===== src/rtl/cp0_regfile_pkg.sv =====
// CP0 shared definitions: register numbers, pipeline exception codes, ExcCode values,
// Status/Cause bit positions and writable masks, plus the exception-code decoder.
package cp0_regfile_pkg;

  // CP0 register numbers (mtc0/mfc0 rd field)
  localparam logic [4:0] RegBadVAddr = 5'd8;
  localparam logic [4:0] RegCount    = 5'd9;
  localparam logic [4:0] RegCompare  = 5'd11;
  localparam logic [4:0] RegStatus   = 5'd12;
  localparam logic [4:0] RegCause    = 5'd13;
  localparam logic [4:0] RegEpc      = 5'd14;
  localparam logic [4:0] RegPrid     = 5'd15;
  localparam logic [4:0] RegConfig   = 5'd16;

  // Exception words emitted by the pipeline's exception decoder
  localparam logic [31:0] ExcInterrupt = 32'h0000_0001;
  localparam logic [31:0] ExcAdel      = 32'h0000_0004;
  localparam logic [31:0] ExcAdes      = 32'h0000_0005;
  localparam logic [31:0] ExcSyscall   = 32'h0000_0008;
  localparam logic [31:0] ExcBreak     = 32'h0000_0009;
  localparam logic [31:0] ExcRi        = 32'h0000_000a;
  localparam logic [31:0] ExcOverflow  = 32'h0000_000c;
  localparam logic [31:0] ExcEret      = 32'h0000_000e;

  // Cause.ExcCode field values
  localparam logic [4:0] CodeInt  = 5'd0;
  localparam logic [4:0] CodeAdel = 5'd4;
  localparam logic [4:0] CodeAdes = 5'd5;
  localparam logic [4:0] CodeSys  = 5'd8;
  localparam logic [4:0] CodeBp   = 5'd9;
  localparam logic [4:0] CodeRi   = 5'd10;
  localparam logic [4:0] CodeOv   = 5'd12;

  // Status / Cause layout
  localparam int unsigned StatusExl = 1;
  localparam logic [31:0] StatusReset  = 32'h0040_0000;
  localparam logic [31:0] StatusWrMask = 32'h0040_FF03;  // BEV, IM[7:0], EXL, IE

  typedef struct packed {
    logic       take;     // real exception: record it
    logic       eret;     // return from exception
    logic       badaddr;  // address error: capture BadVAddr
    logic [4:0] code;     // ExcCode to record
  } exc_dec_t;

  function automatic exc_dec_t decode_exc(input logic [31:0] etype);
    exc_dec_t d;
    d      = '0;
    d.take = 1'b1;
    case (etype)
      ExcInterrupt: d.code = CodeInt;
      ExcAdel:      begin d.code = CodeAdel; d.badaddr = 1'b1; end
      ExcAdes:      begin d.code = CodeAdes; d.badaddr = 1'b1; end
      ExcSyscall:   d.code = CodeSys;
      ExcBreak:     d.code = CodeBp;
      ExcRi:        d.code = CodeRi;
      ExcOverflow:  d.code = CodeOv;
      ExcEret:      begin d.take = 1'b0; d.eret = 1'b1; end
      default:      d.take = 1'b0;  // zero or unrecognised: no effect
    endcase
    return d;
  endfunction

endpackage


===== src/rtl/cp0_count_timer.sv =====
// CP0 Count/Compare timer.
//   clk, rst       : clock, synchronous active-high reset
//   count_we_i     : mtc0 to Count this cycle
//   compare_we_i   : mtc0 to Compare this cycle
//   wdata_i        : mtc0 data
//   count_o        : Count
//   compare_o      : Compare
//   timer_int_o    : timer interrupt pending (sticky until next Compare write)
module cp0_count_timer #(
  parameter bit COUNT_DIV2 = 1'b1
) (
  input  logic        clk,
  input  logic        rst,
  input  logic        count_we_i,
  input  logic        compare_we_i,
  input  logic [31:0] wdata_i,
  output logic [31:0] count_o,
  output logic [31:0] compare_o,
  output logic        timer_int_o
);

  logic [31:0] count_q, count_d;
  logic [31:0] compare_q, compare_d;
  logic        toggle_q, toggle_d;
  logic        timer_q, timer_d;

  always_comb begin
    count_d   = count_q;
    toggle_d  = toggle_q;
    compare_d = compare_q;
    timer_d   = timer_q;

    if (count_we_i) begin
      count_d  = wdata_i;
      toggle_d = 1'b0;
    end else if (COUNT_DIV2) begin
      toggle_d = ~toggle_q;
      if (toggle_q) count_d = count_q + 32'd1;
    end else begin
      count_d = count_q + 32'd1;
    end

    if (compare_we_i) compare_d = wdata_i;

    // A match sets the flag even if Compare is being rewritten this cycle
    if ((compare_q != 32'd0) && (count_q == compare_q)) begin
      timer_d = 1'b1;
    end else if (compare_we_i) begin
      timer_d = 1'b0;
    end
  end

  always_ff @(posedge clk) begin
    if (rst) begin
      count_q   <= 32'd0;
      compare_q <= 32'd0;
      toggle_q  <= 1'b0;
      timer_q   <= 1'b0;
    end else begin
      count_q   <= count_d;
      compare_q <= compare_d;
      toggle_q  <= toggle_d;
      timer_q   <= timer_d;
    end
  end

  assign count_o     = count_q;
  assign compare_o   = compare_q;
  assign timer_int_o = timer_q;

endmodule


===== src/rtl/cp0_regfile.sv =====
// Coprocessor-0 register block: records exceptions, tracks interrupts, serves mfc0.
//   clk, rst            : clock, synchronous active-high reset
//   we_i/waddr_i/wdata_i: mtc0 write port
//   raddr_i/rdata_o     : mfc0 read port (combinational, no write bypass)
//   int_i               : hardware interrupt lines
//   excepttype_i, pc_i, is_delayslot_i, badaddr_i : exception report from execute
//   count_o .. badvaddr_o, timer_int_o            : register state to the pipeline
module cp0_regfile
  import cp0_regfile_pkg::*;
#(
  parameter logic [31:0] PRID_VALUE   = 32'h0000_4220,
  parameter logic [31:0] CONFIG_VALUE = 32'h0000_8000,
  parameter bit          COUNT_DIV2   = 1'b1
) (
  input  logic        clk,
  input  logic        rst,
  input  logic        we_i,
  input  logic [4:0]  waddr_i,
  input  logic [4:0]  raddr_i,
  input  logic [31:0] wdata_i,
  input  logic [5:0]  int_i,
  input  logic [31:0] excepttype_i,
  input  logic [31:0] pc_i,
  input  logic        is_delayslot_i,
  input  logic [31:0] badaddr_i,
  output logic [31:0] rdata_o,
  output logic [31:0] count_o,
  output logic [31:0] compare_o,
  output logic [31:0] status_o,
  output logic [31:0] cause_o,
  output logic [31:0] epc_o,
  output logic [31:0] badvaddr_o,
  output logic        timer_int_o
);

  logic [31:0] status_q, status_d;
  logic        bd_q, bd_d;
  logic [5:0]  ip_q, ip_d;        // Cause.IP[7:2]
  logic [1:0]  sw_q, sw_d;        // Cause.IP[1:0], software interrupts
  logic [4:0]  exccode_q, exccode_d;
  logic [31:0] epc_q, epc_d;
  logic [31:0] badvaddr_q, badvaddr_d;
  logic        timer_int;
  exc_dec_t    exc;

  cp0_count_timer #(
    .COUNT_DIV2(COUNT_DIV2)
  ) u_count_timer (
    .clk          (clk),
    .rst          (rst),
    .count_we_i   (we_i && (waddr_i == RegCount)),
    .compare_we_i (we_i && (waddr_i == RegCompare)),
    .wdata_i      (wdata_i),
    .count_o      (count_o),
    .compare_o    (compare_o),
    .timer_int_o  (timer_int)
  );

  assign exc = decode_exc(excepttype_i);

  always_comb begin
    status_d   = status_q;
    bd_d       = bd_q;
    sw_d       = sw_q;
    exccode_d  = exccode_q;
    epc_d      = epc_q;
    badvaddr_d = badvaddr_q;
    ip_d       = {int_i[5] | timer_int, int_i[4:0]};

    // mtc0 first; exception/eret below overrides only the fields it owns
    if (we_i) begin
      case (waddr_i)
        RegStatus: status_d = (status_q & ~StatusWrMask) | (wdata_i & StatusWrMask);
        RegCause:  sw_d     = wdata_i[9:8];
        RegEpc:    epc_d    = wdata_i;
        default:   ;
      endcase
    end

    if (exc.eret) begin
      status_d[StatusExl] = 1'b0;
    end else if (exc.take) begin
      // A nested exception keeps the original return point
      if (!status_q[StatusExl]) begin
        epc_d = is_delayslot_i ? (pc_i - 32'd4) : pc_i;
        bd_d  = is_delayslot_i;
      end
      status_d[StatusExl] = 1'b1;
      exccode_d           = exc.code;
      if (exc.badaddr) badvaddr_d = badaddr_i;
    end
  end

  always_ff @(posedge clk) begin
    if (rst) begin
      status_q   <= StatusReset;
      bd_q       <= 1'b0;
      ip_q       <= 6'd0;
      sw_q       <= 2'd0;
      exccode_q  <= 5'd0;
      epc_q      <= 32'd0;
      badvaddr_q <= 32'd0;
    end else begin
      status_q   <= status_d;
      bd_q       <= bd_d;
      ip_q       <= ip_d;
      sw_q       <= sw_d;
      exccode_q  <= exccode_d;
      epc_q      <= epc_d;
      badvaddr_q <= badvaddr_d;
    end
  end

  // Cause.TI is the timer flag itself, so both clear together on a Compare write
  assign cause_o     = {bd_q, timer_int, 14'd0, ip_q, sw_q, 1'b0, exccode_q, 2'b00};
  assign status_o    = status_q;
  assign epc_o       = epc_q;
  assign badvaddr_o  = badvaddr_q;
  assign timer_int_o = timer_int;

  always_comb begin
    rdata_o = 32'd0;
    case (raddr_i)
      RegBadVAddr: rdata_o = badvaddr_q;
      RegCount:    rdata_o = count_o;
      RegCompare:  rdata_o = compare_o;
      RegStatus:   rdata_o = status_q;
      RegCause:    rdata_o = cause_o;
      RegEpc:      rdata_o = epc_q;
      RegPrid:     rdata_o = PRID_VALUE;
      RegConfig:   rdata_o = CONFIG_VALUE;
      default:     rdata_o = 32'd0;
    endcase
  end

endmodule


===== config.mk =====
export PLATFORM = sky130hd
export DESIGN_NAME = cp0_regfile
export DESIGN_NICKNAME = d
export VERILOG_FILES = /design/src/rtl/cp0_regfile_pkg.sv /design/src/rtl/cp0_count_timer.sv /design/src/rtl/cp0_regfile.sv
export SDC_FILE = /design/constraint.sdc
export NUM_CORES = 1
export LEC_CHECK = 0
export CAP_MARGIN = 20
export CORE_AREA = 5 5 141 143
export CTS_CLUSTER_SIZE = 12
export DETAILED_ROUTE_END_ITERATION = 8
export DIE_AREA = 0 0 146 148
export DONT_BUFFER_PORTS = 1
export SETUP_SLACK_MARGIN = 0.05
export SLEW_MARGIN = 15
export SYNTH_ARGS = -nofsm -noshare
export SYNTH_HDL_FRONTEND = slang
export SYNTH_SLANG_ARGS = --single-unit

===== constraint.sdc =====
create_clock -name clk -period 2.7 [get_ports clk]
set_input_delay 0 -clock clk [delete_from_list [all_inputs] [get_ports clk]]
set_output_delay 0 -clock clk [all_outputs]
set_load 0.005 [all_outputs]

Word-level counts from Yosys, hierarchy flattened
Index checks and enable logic that the tools add are counted.
{"block": "op_classes", "add_sub_neg": 2, "eq_ne": 22, "mux": 18, "bitwise_logic": 5, "reduce_logical": 18}
{"cell": "$mux 32", "count": 8}
{"cell": "$pmux 32 s8", "count": 1}
{"cell": "$eq 32x4->1 const B", "count": 5}
{"cell": "$eq 32x3->1 const B", "count": 2}
{"cell": "$eq 5x4->1 const B", "count": 12}
{"cell": "$add 32x1->32 const B", "count": 1}
{"cell": "$eq 32x1->1 const B", "count": 1}
{"cell": "$eq 32x32->1", "count": 1}
{"cell": "$or 32x23->32", "count": 1}
{"cell": "$reduce_bool 32->1", "count": 1}
{"cell": "$sub 32x3->32 const B", "count": 1}
{"cell": "$pmux 4 s6", "count": 1}
{"cell": "$reduce_and 2->1", "count": 4}
{"cell": "$reduce_bool 2->1", "count": 4}
{"cell": "$reduce_or 7->1", "count": 1}
{"cell": "$mux 1", "count": 6}
{"cell": "$reduce_and 3->1", "count": 2}
{"cell": "$reduce_or 2->1", "count": 3}
{"cell": "$eq 5x5->1 const B", "count": 1}
{"cell": "$mux 2", "count": 2}
{"cell": "$logic_and 1x1->1", "count": 3}
{"cell": "$not 1->1", "count": 3}
{"cell": "$or 1x1->1", "count": 1}
{"block": "word_totals", "ff_bits": 176, "input_bits": 148, "output_inout_bits": 225, "word_cells": 77}

Logic depth before layout (Yosys ltp)
{"block": "logic_depth", "word_depth": 6, "mapped_depth": 8, "mapped_depth_nobuf": 6}

Modules after synthesis
Synthesis repeated with hierarchy kept, for this count alone.
{"block": "hier_totals", "cells_unflattened": 979, "area_unflattened_um2": 8792.2}
{"module": "cp0_regfile", "n_inst": 1, "cells_per_inst": 603, "area_each_um2": 5408.9, "seq_area_each_um2": 1761.7}
{"module": "cp0_count_timer", "n_inst": 1, "cells_per_inst": 376, "area_each_um2": 3383.2, "seq_area_each_um2": 1321.3}

Least setup slack after synthesis
OpenSTA, ideal clock, no wires.
{"block": "synth_timing", "kind": "register -> register", "startpoint": "reg u_count_timer.count_q[4] (netlist: u_count_timer.count_o[4])", "endpoint": "reg u_count_timer.count_q[31] (netlist: u_count_timer.count_o[31])", "setup_ns": 0.091, "arrival_ns": 2.173, "required_time_ns": 2.609, "path_slack_ns": 0.436, "stages_incl_launch_ff": 9, "n_path_buf": 3, "synth_period_minus_slack_ns": 2.264, "cell_sequence": "dfxtp_1 > buf_2 > nand4_2 > or2_0 > buf_2 > or4_1 > buf_2 > or3_1 > a311oi_1"}
{"block": "synth_between", "elab_chain_len": 3}
{"item": "start: declaration", "line": "cp0_count_timer.sv:22", "rtl": "logic [31:0] count_q, count_d;"}
{"item": "start signal: assignment", "line": "cp0_count_timer.sv:60", "rtl": "count_q <= count_d;"}
{"item": "$add 32x1->32", "line": "cp0_count_timer.sv:38", "rtl": "if (toggle_q) count_d = count_q + 32'd1;"}
{"item": "$mux 32", "line": "cp0_count_timer.sv:38"}
{"item": "$mux 32", "line": "cp0_count_timer.sv:33", "rtl": "if (count_we_i) begin"}
No other way between the ends. The select of a mux whose other input is x is not followed.
A chain may end at the register's enable or synchronous reset.

Final worst setup path
{"block": "layout_timing", "startpoint": "in pc_i[26]", "endpoint": "reg epc_q[31] (netlist: epc_o[31])"}
{"block": "layout_between", "elab_chain_len": 5}
{"item": "start: declaration", "line": "cp0_regfile.sv:23", "rtl": "input logic [31:0] pc_i,"}
{"item": "$sub 32x3->32", "line": "cp0_regfile.sv:85", "rtl": "epc_d = is_delayslot_i ? (pc_i - 32'd4) : pc_i;"}
{"item": "$mux 32", "line": "cp0_regfile.sv:85"}
{"item": "$mux 32", "line": "cp0_regfile.sv:84", "rtl": "if (!status_q[StatusExl]) begin"}
{"item": "$mux 32", "line": "cp0_regfile.sv:82", "rtl": "end else if (exc.take) begin"}
{"item": "$mux 32", "line": "cp0_regfile.sv:80", "rtl": "if (exc.eret) begin"}
{"item": "end signal: assignment", "line": "cp0_regfile.sv:109", "rtl": "epc_q <= epc_d;"}
{"item": "end: declaration", "line": "cp0_regfile.sv:41", "rtl": "logic [31:0] epc_q, epc_d;"}
No other way between the ends.

==> impl_metrics.yaml <==
run_status:
  status: "finished, violations left"
  failed_checks: "hold timing"
floorplanning:
  die_x_um: 146
  io_pins: 373
  core-area_um2: 18500
  initial_utilization_pct: 46.1
  core.rowCount: 50
  dieHeight_um: 148
  design.die.area_um2: 21600
setup_path:
  worst_setup_path_end_kind: "flop"
  critical_path_required_ps: 3040
  cp-start-kind: "input port"
  worstPathArrival_ps: 2790
  crit_fanout: 3
  reg2reg_setup_slack_ps: 330
  timing.setup.critical_path_class: "in -> reg"
logic_synthesis:
  synth.yosys.seq_area_share_pct: 36.2
  syn-instance-count: 1048
  ys_dominant_reg_cell: "dfxtp_1"
  number_of_enable_type_register_cells_in_the_synthesized_netlist: 0
  mean_post_synth_cell_area_um2: 8.12
  yosysUniqueCellTypes: 48
  synth_largest_area_cell: "dfxtp_1"
  ys_seq_elements: 154
  yosysWarningCount: 0
  netlist_top_cells_count: "dfxtp_1 (154), nand2_1 (142), nor2_1 (79), a211oi_1 (78)"
  postSynth.asyncResetShare_pct: 0
  yosys-top-cells-area: "dfxtp_1 (36%), a211oi_1 (6.9%), nand2_1 (6.3%)"
  synth.cell_area_um2: 8510
  synth_top_cell_area_share_pct: 36.2
  post-synth-top-count-cell: "dfxtp_1"
power:
  power_density_nw_per_um2: 496
  ir_worst_vdd_v: 0.000414
  leakagePower_nw: 3.68
cts:
  clock_latency_ps: 430
  clock_tree.root_cell: "clkbuf_16"
  clock_sinks: 154
  cts-buffers-inserted: 17
  cts_tree: "done"
  cts.clk_slew.worst_paths_ps: 70
  post_cts_resize_count: 0
  cts.path.max_buffers: 2
  ctsHtreeMaxLevel: 4
hold_path:
  hold_path.class: "in -> reg"
grt:
  grt_max_degree: 147
  residual_overflow_from_global_routing: 0
  first_pass_grt_wire_length_um: 51700
  grt_usage_pct: 30.9
  first_global_vias: 7990
  initial_antenna_violation_count: 2
layout:
  finalNetCount: 1307
  layout.filler_cells: 1724
  drive_above_1_share_pct: 7.26
  syn_to_final_growth_pct: 25.1
placed_design:
  numPortBuffers: 0
  gp_congestion: 0.925
  dpl.hpwl_um: 25300
  dp_worst_setup_slack_ps: 377
detailed_routing:
  post_drt_wl_per_cell_um: 24.9
  drt_drc_violations_left: 0
  detail_route.first_pass.iterations: 6
  drt.antenna.violating_nets: 0
  drt_first_iter_violations: 927
  viasPerCell: 6.09
  detail_route.wirelength_um: 35000
  number_of_vias_after_detailed_routing: 8565
timing:
  final_clock_period_utilization_by_the_worst_path_pct: 90.9
  post-route-worst-setup-slack_ps: 247
  final.setup.tns_ps: 0
  timing_hold_violations_final: 1
  grt_setup_unrepaired: "no"
  report.final.setup_viol: 0
  max_clock_freq_mhz: 408
  finalClockSkew_ps: 13.7
  hold-worst-slack_ps: -5.03
  finalWorstPathRequiredPeriod_ps: 2450
  timing_worst_slew_pin_value_ps: 897
  drv_slew: 0
  worst_slew_margin_rel_pct: 40.2
flow_run:
  max_cap_viol_count: 0
==> registers in the layout, indices dropped and copies added, names as in the netlist <==
name,count
status_o,11
u_count_timer.count_o,32
u_count_timer.toggle_q,1
u_count_timer.timer_int_o,1
u_count_timer.compare_o,32
exccode_q,4
epc_o,32
badvaddr_o,32
ip_q,6
bd_q,1
sw_q,2
==> per-layer routing <==
metal  vias up  GRT usage [%]  share of wire, %
met5         -              0             0.020
met3        49           10.6                12
met2       532           47.3                45
met4         2           8.04               2.0
li1       3921              -                 -
met1      4061           41.9                41
==> power by group <==
| group | switching, mW | leakage [nW] | internal, mW |
|---|---|---|---|
| Clock | 0.978 | 0.296 | 1.53 |
| Sequential | 0.0372 | 1.24 | 2.30 |
| Combinational | 0.227 | 2.14 | 0.210 |
| Total | 1.24 | 3.68 | 4.04 |
==> cells in the final DEF, fill, tap and decap left out, types with 4 or more instances in the layout <==
cell	Yosys	routed
a22oi_1	63	63
buf_4	41	35
mux2i_1	39	39
dfxtp_1	154	154
a211oi_1	78	78
clkbuf_16	0	17
nand3b_1	5	5
nor3_1	22	19
dlygate4sd3_1	0	130
nand4_1	25	25
nor3b_2	0	4
inv_1	4	4
nor4_1	32	31
or3_1	12	12
o21ai_0	20	20
a21oi_1	49	49
nand2b_1	5	5
or4_1	4	4
nand2_1	142	142
xnor2_1	54	54
and4_1	4	4
a311oi_1	7	7
conb_1	1	39
nor2_1	79	79
nor2b_1	37	37
and3_1	5	5
nand3_1	27	27
xor2_1	33	33
==> critical path: stages <==
cell and delay [ps]:
dlygate4sd3_1 570, or4_1 570, or4_1 450, nor4_1 330
xnor2_1 90, dlygate4sd3_1 550, a211oi_1 220
==> kinds of logic after synthesis <==
family	after synthesis	share of synthesized area, %
fa+ha+maj	2	0.294
flops	154	36.2
other cells	1	0.0441
simple gates	417	24.2
mux	42	4.98
buf+inv	120	7.25
compound gates	225	18.0
xor+xnor	87	8.95
==> path summary, 6_finish.rpt <==
check / from / endpoint / depth (start not counted)
worst max-delay path: pc_i[26] / epc_o[31] / 7
worst min-delay path: pc_i[25] / epc_o[26] / 4
worst max register to register: u_count_timer.count_o[8] / u_count_timer.count_o[29] / 5
worst min register to register: status_o[10] / status_o[10] / 2
==> metrics by stage <==
stage,area [um^2],utilization [%],power [mW],hold slack (ps),std cells
3_3_place_gp,8700,47.1,2.59,87.5,1241
4_1_cts,10600,57.7,5.29,5.30,1404
2_1_floorplan,8650,-,2.60,109,1086
6_report,10600,57.7,5.28,-5.03,1406
3_5_place_dp,8700,47.1,2.59,89.9,1241
5_1_grt,10600,57.7,5.44,47.9,1405
==> layout make-up <==
cell class | count | area (um^2) | share of cell area [%]
sequential | 154 | 3080 | 29.0
tap | 234 | 293 | 2.75
timing repair buffer | 168 | 1630 | 15.3
inverter | 4 | 15.0 | 0.141
clock inverter | 10 | 141 | 1.33
clock buffer | 22 | 474 | 4.45
multi-input combinational | 812 | 5000 | 47.0
antenna | 2 | 5.00 | 0.0470
==> what timing repair did <==
item,CTS,global route
setup endpoints to repair,0,0
hold endpoints to repair,153,0
buffers inserted,0,0
hold buffers,131,0
(Power assumes the default switching activity.)
